<file path="src/rtl/instr_fetch_unit.sv">
// instr_fetch_unit: multi-cycle instruction fetch FSM with PC update and retire counter
// Ports:
//   clk, reset            - system clock, synchronous active-high reset
//   imem_req/addr/ack/rdata - instruction memory read handshake (addr is always pc)
//   stall, branch, zero, jump - execute-stage controls, sampled only in EXEC
//   instr, instr_valid    - registered instruction word and its valid flag
//   op, funct             - opcode and function fields sliced from instr
//   pc, pc_plus4          - current instruction address and its sequential successor
//   retired               - count of completed instructions
module instr_fetch_unit #(
    parameter logic [31:0] RESET_PC = 32'h0000_0000
) (
    input  logic        clk,
    input  logic        reset,
    output logic        imem_req,
    output logic [31:0] imem_addr,
    input  logic        imem_ack,
    input  logic [31:0] imem_rdata,
    input  logic        stall,
    input  logic        branch,
    input  logic        zero,
    input  logic        jump,
    output logic [31:0] instr,
    output logic        instr_valid,
    output logic [5:0]  op,
    output logic [5:0]  funct,
    output logic [31:0] pc,
    output logic [31:0] pc_plus4,
    output logic [31:0] retired
);
    typedef enum logic [1:0] {IDLE, FETCH, EXEC} state_t;
    state_t state, state_next;
    // PC arithmetic is done on word addresses so bits [1:0] are zero by construction
    logic [29:0] br_word, pc_word_next;
    assign imem_addr = pc;
    assign pc_plus4  = pc + 32'd4;
    assign op        = instr[31:26];
    assign funct     = instr[5:0];
    assign br_word   = pc_plus4[31:2] + {{14{instr[15]}}, instr[15:0]};
    assign pc_word_next = jump ? {pc_plus4[31:28], instr[25:0]}
                        : (branch & zero) ? br_word : pc_plus4[31:2];
    always_comb begin
        state_next  = state;
        imem_req    = 1'b0;
        instr_valid = 1'b0;
        case (state)
            IDLE:  state_next = FETCH;
            FETCH: begin
                imem_req   = 1'b1;
                state_next = imem_ack ? EXEC : FETCH;
            end
            EXEC:  begin
                instr_valid = 1'b1;
                state_next  = stall ? EXEC : FETCH;
            end
            default: state_next = IDLE;
        endcase
    end
    always_ff @(posedge clk) begin
        if (reset) begin
            state   <= IDLE;
            pc      <= {RESET_PC[31:2], 2'b00};
            instr   <= 32'd0;
            retired <= 32'd0;
        end else begin
            state <= state_next;
            if (state == FETCH && imem_ack)
                instr <= imem_rdata;
            if (state == EXEC && !stall) begin
                pc      <= {pc_word_next, 2'b00};
                retired <= retired + 32'd1;
            end
        end
    end
endmodule

</file>
<file path="config.mk">
export PLATFORM = sky130hd
export DESIGN_NAME = instr_fetch_unit
export DESIGN_NICKNAME = d
export VERILOG_FILES = /design/src/rtl/instr_fetch_unit.sv
export SDC_FILE = /design/constraint.sdc
export NUM_CORES = 1
export LEC_CHECK = 0
export BUFFER_PORTS_ARGS = -buffer_cell sky130_fd_sc_hd__buf_4
export CAP_MARGIN = 20
export CORE_AREA = 2 2 113 115
export DETAILED_ROUTE_END_ITERATION = 6
export DIE_AREA = 0 0 115 117
export PLACE_DENSITY = 0.95
export SYNTH_ARGS = -nofsm -noshare
export SYNTH_HDL_FRONTEND = slang
export SYNTH_SLANG_ARGS = --single-unit
</file>
<file path="constraint.sdc">
create_clock -name clk -period 7.45 [get_ports clk]
set_clock_uncertainty 0.05 [all_clocks]
set_input_delay 0.745 -clock clk [delete_from_list [all_inputs] [get_ports clk]]
set_output_delay 0.745 -clock clk [all_outputs]
set_load 0.03 [all_outputs]
</file>
# Word-level counts from Yosys, hierarchy flattened
# Index checks and enable logic that the tools add are counted.
# totals
inputBits	39
word_cells	21
reg_bits	96
# op_classes
muxes	7
addsub	3
bitwise	1
n_eq_ne	2
n_reduce_logical	4
# ops
operator	n
$mux W30	2
$add A32 B1 Y32 const B	1
$add A32 B3 Y32 const B	1
$add A30 B30 Y30	1
$pmux W2 S3	1
$mux W2	2
$eq A2 B1 Y1 const B	1
$eq A2 B2 Y1 const B	1
$logic_and A1 B1 Y1	2
$logic_not A2 Y1	1
$mux W1	2
$and A1 B1 Y1	1
$logic_not A1 Y1	1

# Logic depth before layout (Yosys ltp)
# Gate-level depths: netlist (run 1).
# logic_depth
depth_word	4
mapped_depth	17

# Least setup slack after synthesis (run 1)
# Ideal clock, no wire load.
# synth_path
path_kind	register to register
from	register pc[4] (netlist: imem_addr[4])
to	register pc[28] (netlist: imem_addr[28])
arrival_time_ns	4.032
required_time_ns	7.258
setup_slack_ns	3.225
stages_incl_launch_ff	16
period_less_slack_ns	4.225
cell_sequence	dfxtp_1 -> and4_1 -> buf_2 -> nand3_1 -> nor2_1 -> and4_1 -> xor2_1 -> ha_1 -> a21o_1 -> a21oi_1 -> nor2b_1 -> or4_1 -> o211a_4 -> a221oi_4 -> nand2b_1 -> a311oi_2
# synth_via
elab_chain_cells	4
# synth_rtl
element	line_no	text
start, declared	27	output logic [31:0] pc,
start signal, assigned	62	pc <= {RESET_PC[31:2], 2'b00};
start signal, assigned	70	pc <= {pc_word_next, 2'b00};
$add A32 B3 Y32	36	assign pc_plus4 = pc + 32'd4;
via pc_plus4[17]	28	output logic [31:0] pc_plus4,
$add A30 B30 Y30	39	assign br_word = pc_plus4[31:2] + {{14{instr[15]}}, instr[15:0]};
$mux W30	41	: (branch & zero) ? br_word : pc_plus4[31:2];
$mux W30	40	assign pc_word_next = jump ? {pc_plus4[31:28], instr[25:0]}
# The timed path passes the listed nets, and every way through them passes these cells.
# A chain may end at the register's enable or synchronous reset.

# Worst setup path after layout (run 1)
# layout_path
from	register pc[8] (netlist: imem_addr[8])
to	register pc[31] (netlist: imem_addr[31])
# layout_via
elab_chain_cells	4
# layout_rtl
element	line_no
$add A32 B3 Y32 (*)	36
$add A30 B30 Y30	39
$mux W30	41
$mux W30 (*)	40
# Every way passes the cells marked *; elsewhere a longest branch is shown, timed or not.

==> results.json, run 1 <==
{
  "cts.reportedPaths.clkPinSlew_ns": 0.07,
  "r2r_setup_slack_ns": 3.23,
  "synth-seq-area-share_pct": 28.9,
  "post_drt_wl_per_cell_um": 18.6,
  "hold_path.class": "reg -> reg",
  "clock.fmax_mhz": 237,
  "clockBufferDepth": 2,
  "ant_nets": 0,
  "grt_max_degree": 53,
  "avgSynthCellArea_sq_um": 7.70,
  "place_area_sq_um": 7950,
  "cts_tree": "built",
  "max-cap-violations": 0,
  "cts_sinks": 96,
  "die_area_sq_um": 13500,
  "antenna_cells": 0,
  "hold_viol": 0,
  "status": "complete, no violations",
  "async_flop_share_pct": 0,
  "placementRows": 41,
  "clk_latency_ns": 0.34,
  "power_frac_clock_pct": 42.5,
  "syn_area_sq_um": 6660,
  "grt-ovfl-total": 0,
  "synth_flop_cell": "dfxtp_1",
  "drive_above_1_share_pct": 24.1,
  "grt_pass1_vias": 6698,
  "swShare_pct": 26.9,
  "grtUsageTotal_pct": 31.3,
  "hpwl_mm": 16.0,
  "cts-buffers-inserted": 9,
  "via_per_inst": 6.15,
  "stdcell_area_sq_um": 8290,
  "antenna_found_initial": 0,
  "synthCells": 865,
  "stdcell_count": 1161,
  "slew_viol_final": 0,
  "p_per_area_nw_per_um2": 151,
  "rsz0062_at_grt": "no",
  "cts_resized": 0,
  "finalCritPeriodShare_pct": 56.7,
  "synth_cell_types": 72,
  "internal_power_uw": 915,
  "leakage_nw": 3.71,
  "start_util_pct": 54.1,
  "fin_tns_setup_ns": 0,
  "ir_worst_vdd_mv": 0.105,
  "die_w_um": 115,
  "min_to": "instr[27]$_SDFFE_PP0P_",
  "h-tree-depth": 3,
  "place_inst": 1146,
  "grt_pass1_wl_mm": 33.9,
  "relSlewSlack_pct": 29.3,
  "reg2reg_to": "imem_addr[31]$_SDFFE_PP0P_",
  "fin_nets": 1085,
  "firstDrtPassIters": 5,
  "synthTopCellsByArea": "dfxtp_1 29%, nand2_1 7.9%, ha_1 7.1%",
  "io_buffers": 206,
  "cp.required_ns": 7.65,
  "gp_congestion": 1.02,
  "ios": 213,
  "worstPathArrival_ns": 4.42,
  "drc": 0,
  "cts_setup_buffers": 0,
  "cp-end-kind": "flop",
  "netlist.area_leader.share_pct": 28.9,
  "drtIter0Drc": 474,
  "fin_crit_ns": 4.22,
  "r2r_cells": 14,
  "synth.top_cells.by_count": "140 x nand2_1, 96 x dfxtp_1, 88 x a21oi_1",
  "worst_slew_pin_slew_ns": 1.06,
  "synth_top_area_cell": "dfxtp_1",
  "hp-start": "instr[27]$_SDFFE_PP0P_",
  "synth_edf_count": 0,
  "routed_wl_mm": 21.6,
  "num_vias": 7145,
  "min_path_cells": 2,
  "ys_seq_elements": 96,
  "yosysMostFrequentCell": "nand2_1",
  "cp_max_fo": 8,
  "cts_hold_buf": 0,
  "setup_viol": 0,
  "p_sw_uw": 337,
  "die_h_um": 117,
  "area_delta_synth_final_pct": 24.4,
  "start_kind": "flop",
  "seq_power_share_pct": 43.2,
  "crit_type": "reg -> reg",
  "root_buffer": "clkbuf_16",
  "combPwrFrac_pct": 14.2,
  "reg2reg_from": "imem_addr[8]$_SDFFE_PP0P_",
  "core_sq_um": 12300,
  "yosysWarnings": 0
}
==> metrics by stage <==
stage,setup slack [ns],utilization (%),total power [mW],hold slack (ns)
4_1_cts,3.32,67.3,1.25,0.425
3_3_place_gp,3.44,64.5,0.722,0.409
3_5_place_dp,3.39,64.6,0.726,0.416
2_1_floorplan,3.23,-,0.667,0.508
5_1_grt,2.94,67.3,1.29,0.444
6_report,3.23,67.3,1.25,0.424
==> power by group through the flow <==
stage | Combinational (mW) | Sequential, mW | Clock [mW]
final | 0.178 | 0.541 | 0.533
after global routing | 0.191 | 0.542 | 0.553
after CTS | 0.176 | 0.540 | 0.534
after detailed placement | 0.175 | 0.552 | 0
after global placement | 0.171 | 0.551 | 0
after floorplan | 0.101 | 0.567 | 0
==> logic make-up (layout without fill, tap and decap cells) <==
group | count (synthesis) | in the layout | synth area share (%)
buf+inv | 95 | 236 | 8.25
xor+xnor | 77 | 77 | 10.1
simple gates | 349 | 349 | 24.7
flops | 96 | 96 | 28.9
other cells | 1 | 6 | 0.0563
mux | 1 | 1 | 0.150
fa+ha+maj | 39 | 39 | 7.44
compound gates | 207 | 207 | 20.4
==> placed cells by master (no fill, tap or decap), types with 3 or more instances in the layout <==
| master | instances |
|---|---|
| a21o_1 | 17 |
| a21oi_1 | 88 |
| a31oi_1 | 9 |
| and3_1 | 10 |
| and4_1 | 13 |
| buf_4 | 211 |
| bufinv_16 | 3 |
| clkbuf_16 | 9 |
| conb_1 | 6 |
| dfxtp_1 | 96 |
| ha_1 | 38 |
| inv_1 | 9 |
| nand2_1 | 140 |
| nand2b_1 | 9 |
| nand3_1 | 37 |
| nand4_1 | 19 |
| nor2_1 | 79 |
| nor2b_1 | 6 |
| nor3_1 | 9 |
| nor4_1 | 5 |
| o211ai_1 | 19 |
| o21a_1 | 3 |
| o21ai_0 | 22 |
| o21bai_1 | 4 |
| o22ai_1 | 5 |
| o31ai_1 | 5 |
| or3_1 | 5 |
| xnor2_1 | 38 |
| xor2_1 | 39 |
==> flip-flops by register name, summed over array words and instances, names as in the netlist <==
register   cells
state          2
retired       32
instr         32
imem_addr     30
==> layout make-up <==
cell class / count / area, sq um
Tap cell: 150 / 188
Timing Repair Buffer: 212 / 1600
Multi-Input combinational cell: 679 / 4210
Clock inverter: 5 / 104
Clock buffer: 10 / 229
Inverter: 9 / 33.8
Sequential cell: 96 / 1920
Fill cell: 984 / 4030
==> critical path, stage by stage (launching register included) <==
cell and delay [ns]:
dfxtp_1 0.50, and4_1 0.29, nand3_1 0.26, nor4_1 0.40
xor2_1 0.42, ha_1 0.31, nand4_1 0.19, or2_0 0.24
o22ai_1 0.24, o22ai_1 0.16, a211o_1 0.31, a31oi_1 0.17
xor2_1 0.12, and3_1 0.24, o31ai_1 0.22
==> routing by layer <==
layer,part of all wire (%),GRT usage (%),vias up
li1,-,-,3297
met1,39,40.8,3343
met2,46,50.6,426
met3,10,5.77,79
met4,4.5,14.7,0
met5,0,0,-
==> worst max-delay path by stage <==
| stage | from | endpoint | slack, ns | cells past startpoint |
|---|---|---|---|---|
| after global placement | imem_addr[3]$_SDFFE_PP0P_ | imem_addr[31]$_SDFFE_PP0P_ | 3.44 | 14 |
| after detailed placement | imem_addr[4]$_SDFFE_PP0P_ | imem_addr[31]$_SDFFE_PP0P_ | 3.39 | 15 |
| after global routing | imem_addr[4]$_SDFFE_PP0P_ | imem_addr[31]$_SDFFE_PP0P_ | 2.94 | 15 |
| final | imem_addr[8]$_SDFFE_PP0P_ | imem_addr[31]$_SDFFE_PP0P_ | 3.23 | 14 |
| after CTS | imem_addr[4]$_SDFFE_PP0P_ | imem_addr[31]$_SDFFE_PP0P_ | 3.32 | 15 |
| after floorplan | imem_addr[4]$_SDFFE_PP0P_ | imem_addr[28]$_SDFFE_PP0P_ | 3.23 | 15 |
Note: power is estimated with default switching activity, not from simulation.
==> inputs of run 2 (changes only) <==
Settings changed: CORE_AREA 2 2 113 115 to 2 2 117 119, DIE_AREA 0 0 115 117 to 0 0 119 121, PLACE_DENSITY 0.95 to 0.91.
Clock period 7.45 ns to 4.27 ns, I/O delays scaled along.
==> run 2 against run 1 <==
Final cell count is 3.4% higher. First-iteration DRC count is 25% higher. Routed wire length grew 2.3%. Via count is 0.98% lower. Worst hold slack worse by 0.16 ns. Global-route usage is 1.6 points lower. Worst setup slack got worse by 3.0 ns. Combinational power increased by 76%.
==> results.json, run 2 (synthesis gave the netlist of run 1 again) <==
{
  "core_sq_um": 13100,
  "clock.fmax_mhz": 247,
  "root_buffer": "clkbuf_16",
  "cp.required_ns": 4.49,
  "antenna_found_initial": 0,
  "antenna_cells": 0,
  "cts.reportedPaths.clkPinSlew_ns": 0.07,
  "cts_hold_buf": 0,
  "h-tree-depth": 3,
  "drtIter0Drc": 594,
  "fin_crit_ns": 4.06,
  "post_drt_wl_per_cell_um": 18.4,
  "cts-buffers-inserted": 9,
  "area_delta_synth_final_pct": 25.9,
  "cp_max_fo": 7,
  "grt_pass1_vias": 6417,
  "place_inst": 1184,
  "crit_type": "reg -> reg",
  "drc": 0,
  "cts_tree": "built",
  "die_area_sq_um": 14400,
  "rsz0062_at_grt": "no",
  "stdcell_area_sq_um": 8380,
  "max-cap-violations": 0,
  "via_per_inst": 5.90,
  "relSlewSlack_pct": 29.1,
  "hpwl_mm": 16.4,
  "cts_resized": 0,
  "drive_above_1_share_pct": 26.1,
  "die_w_um": 119,
  "grt_pass1_wl_mm": 33.9,
  "r2r_setup_slack_ns": 0.21,
  "ant_nets": 0,
  "crit_end": "imem_addr[31]$_SDFFE_PP0P_",
  "cp-end-kind": "flop",
  "stdcell_count": 1200,
  "start_kind": "flop",
  "totalPowerFinal_mw": 2.03,
  "cts_sinks": 96,
  "hold_viol": 0,
  "fin_nets": 1097,
  "firstDrtPassIters": 7,
  "place_area_sq_um": 8070,
  "io_buffers": 206,
  "fin_tns_setup_ns": 0,
  "reg2reg_to": "imem_addr[31]$_SDFFE_PP0P_",
  "clk_latency_ns": 0.36,
  "start_util_pct": 50.9,
  "gp_congestion": 1.05,
  "slew_viol_final": 0,
  "num_vias": 7075,
  "grt-ovfl-total": 0,
  "status": "complete, no violations",
  "setup_viol": 0,
  "leakage_nw": 3.74,
  "hold_path.class": "in -> reg",
  "grtUsageTotal_pct": 29.7,
  "ir_worst_vdd_mv": 0.191,
  "clockBufferDepth": 2,
  "r2r_cells": 15,
  "worst_slew_pin_slew_ns": 1.06,
  "cts_setup_buffers": 0,
  "ios": 213,
  "routed_wl_mm": 22.1,
  "placementRows": 42,
  "cp-startpoint": "imem_addr[5]$_SDFFE_PP0P_",
  "reg2reg_from": "imem_addr[5]$_SDFFE_PP0P_",
  "final_common_cell": "buf_4",
  "finalCritPeriodShare_pct": 95.0,
  "grt_max_degree": 91,
  "p_per_area_nw_per_um2": 242,
  "final_cell_mix": "224 x buf_4, 140 x nand2_1, 96 x dfxtp_1",
  "worstPathArrival_ns": 4.28,
  "die_h_um": 121
}
-- run 2: changes by cell type in the layout (fill, tap and decap cells not counted), sizes merged --
cell	delta
bufinv	-3
clkinv	+2
buf	+12
clkinvlp	+2
-- run 2: worst min path at each step --
stage               slack (ns)              startpoint                      to  depth (start not counted)
finish                    0.26          imem_rdata[31]  instr[31]$_SDFFE_PP0P_                          3
floorplan                 0.51     state[0]$_SDFF_PP0_     state[0]$_SDFF_PP0_                          3
global route              0.26          imem_rdata[28]  instr[28]$_SDFFE_PP0P_                          3
detailed placement        0.41  instr[25]$_SDFFE_PP0P_  instr[25]$_SDFFE_PP0P_                          2
CTS                       0.26          imem_rdata[28]  instr[28]$_SDFFE_PP0P_                          3
global placement          0.41  instr[25]$_SDFFE_PP0P_  instr[25]$_SDFFE_PP0P_                          2
-- run 2: final cells by class --
class	count	area [sq um]
multi-input combinational	679	4250
clock buffer	10	229
clock inverter	6	45.0
inverter	9	33.8
fill	1169	4700
timing repair buffer	224	1680
tap	176	220
sequential	96	1920
-- run 2: where the power goes --
part | internal [mW] | switching (mW) | leakage [nW] | total [mW]
Combinational | 0.111 | 0.202 | 2.83 | 0.313
Sequential | 0.914 | 0.0275 | 0.777 | 0.942
Clock | 0.398 | 0.375 | 0.130 | 0.774
-- run 2: through the flow --
| stage | hold slack, ns | util, % | setup slack [ns] |
|---|---|---|---|
| floorplan | 0.508 | - | 0.0453 |
| global placement | 0.407 | 61.7 | 0.362 |
| detailed placement | 0.414 | 61.7 | 0.214 |
| CTS | 0.256 | 63.8 | 0.180 |
| global route | 0.257 | 64.1 | 0.000560 |
| finish | 0.261 | 64.1 | 0.214 |
-- run 2: worst max-delay path, stage by stage (launching register included) --
cell,delay (ns)
dfxtp_1,0.46
and4_2,0.34
nand3_1,0.24
nor2_2,0.21
and3_1,0.24
xor2_2,0.11
ha_1,0.40
nand4_1,0.17
or2_0,0.23
o22ai_1,0.27
o22ai_1,0.17
a211o_1,0.33
a31oi_1,0.19
xor2_1,0.23
a21oi_1,0.10
o31ai_1,0.22
-- run 2: layer usage --
| layer | up-vias | GRT usage [%] | wire length (um) | share of wire [%] |
|---|---|---|---|---|
| met5 | - | 0 | 0 | 0 |
| met4 | 0 | 14.0 | 810 | 3.7 |
| met3 | 61 | 5.87 | 1860 | 8.4 |
| met2 | 376 | 49.2 | 10400 | 47 |
| met1 | 3311 | 37.1 | 8970 | 41 |
| li1 | 3327 | - | - | - |
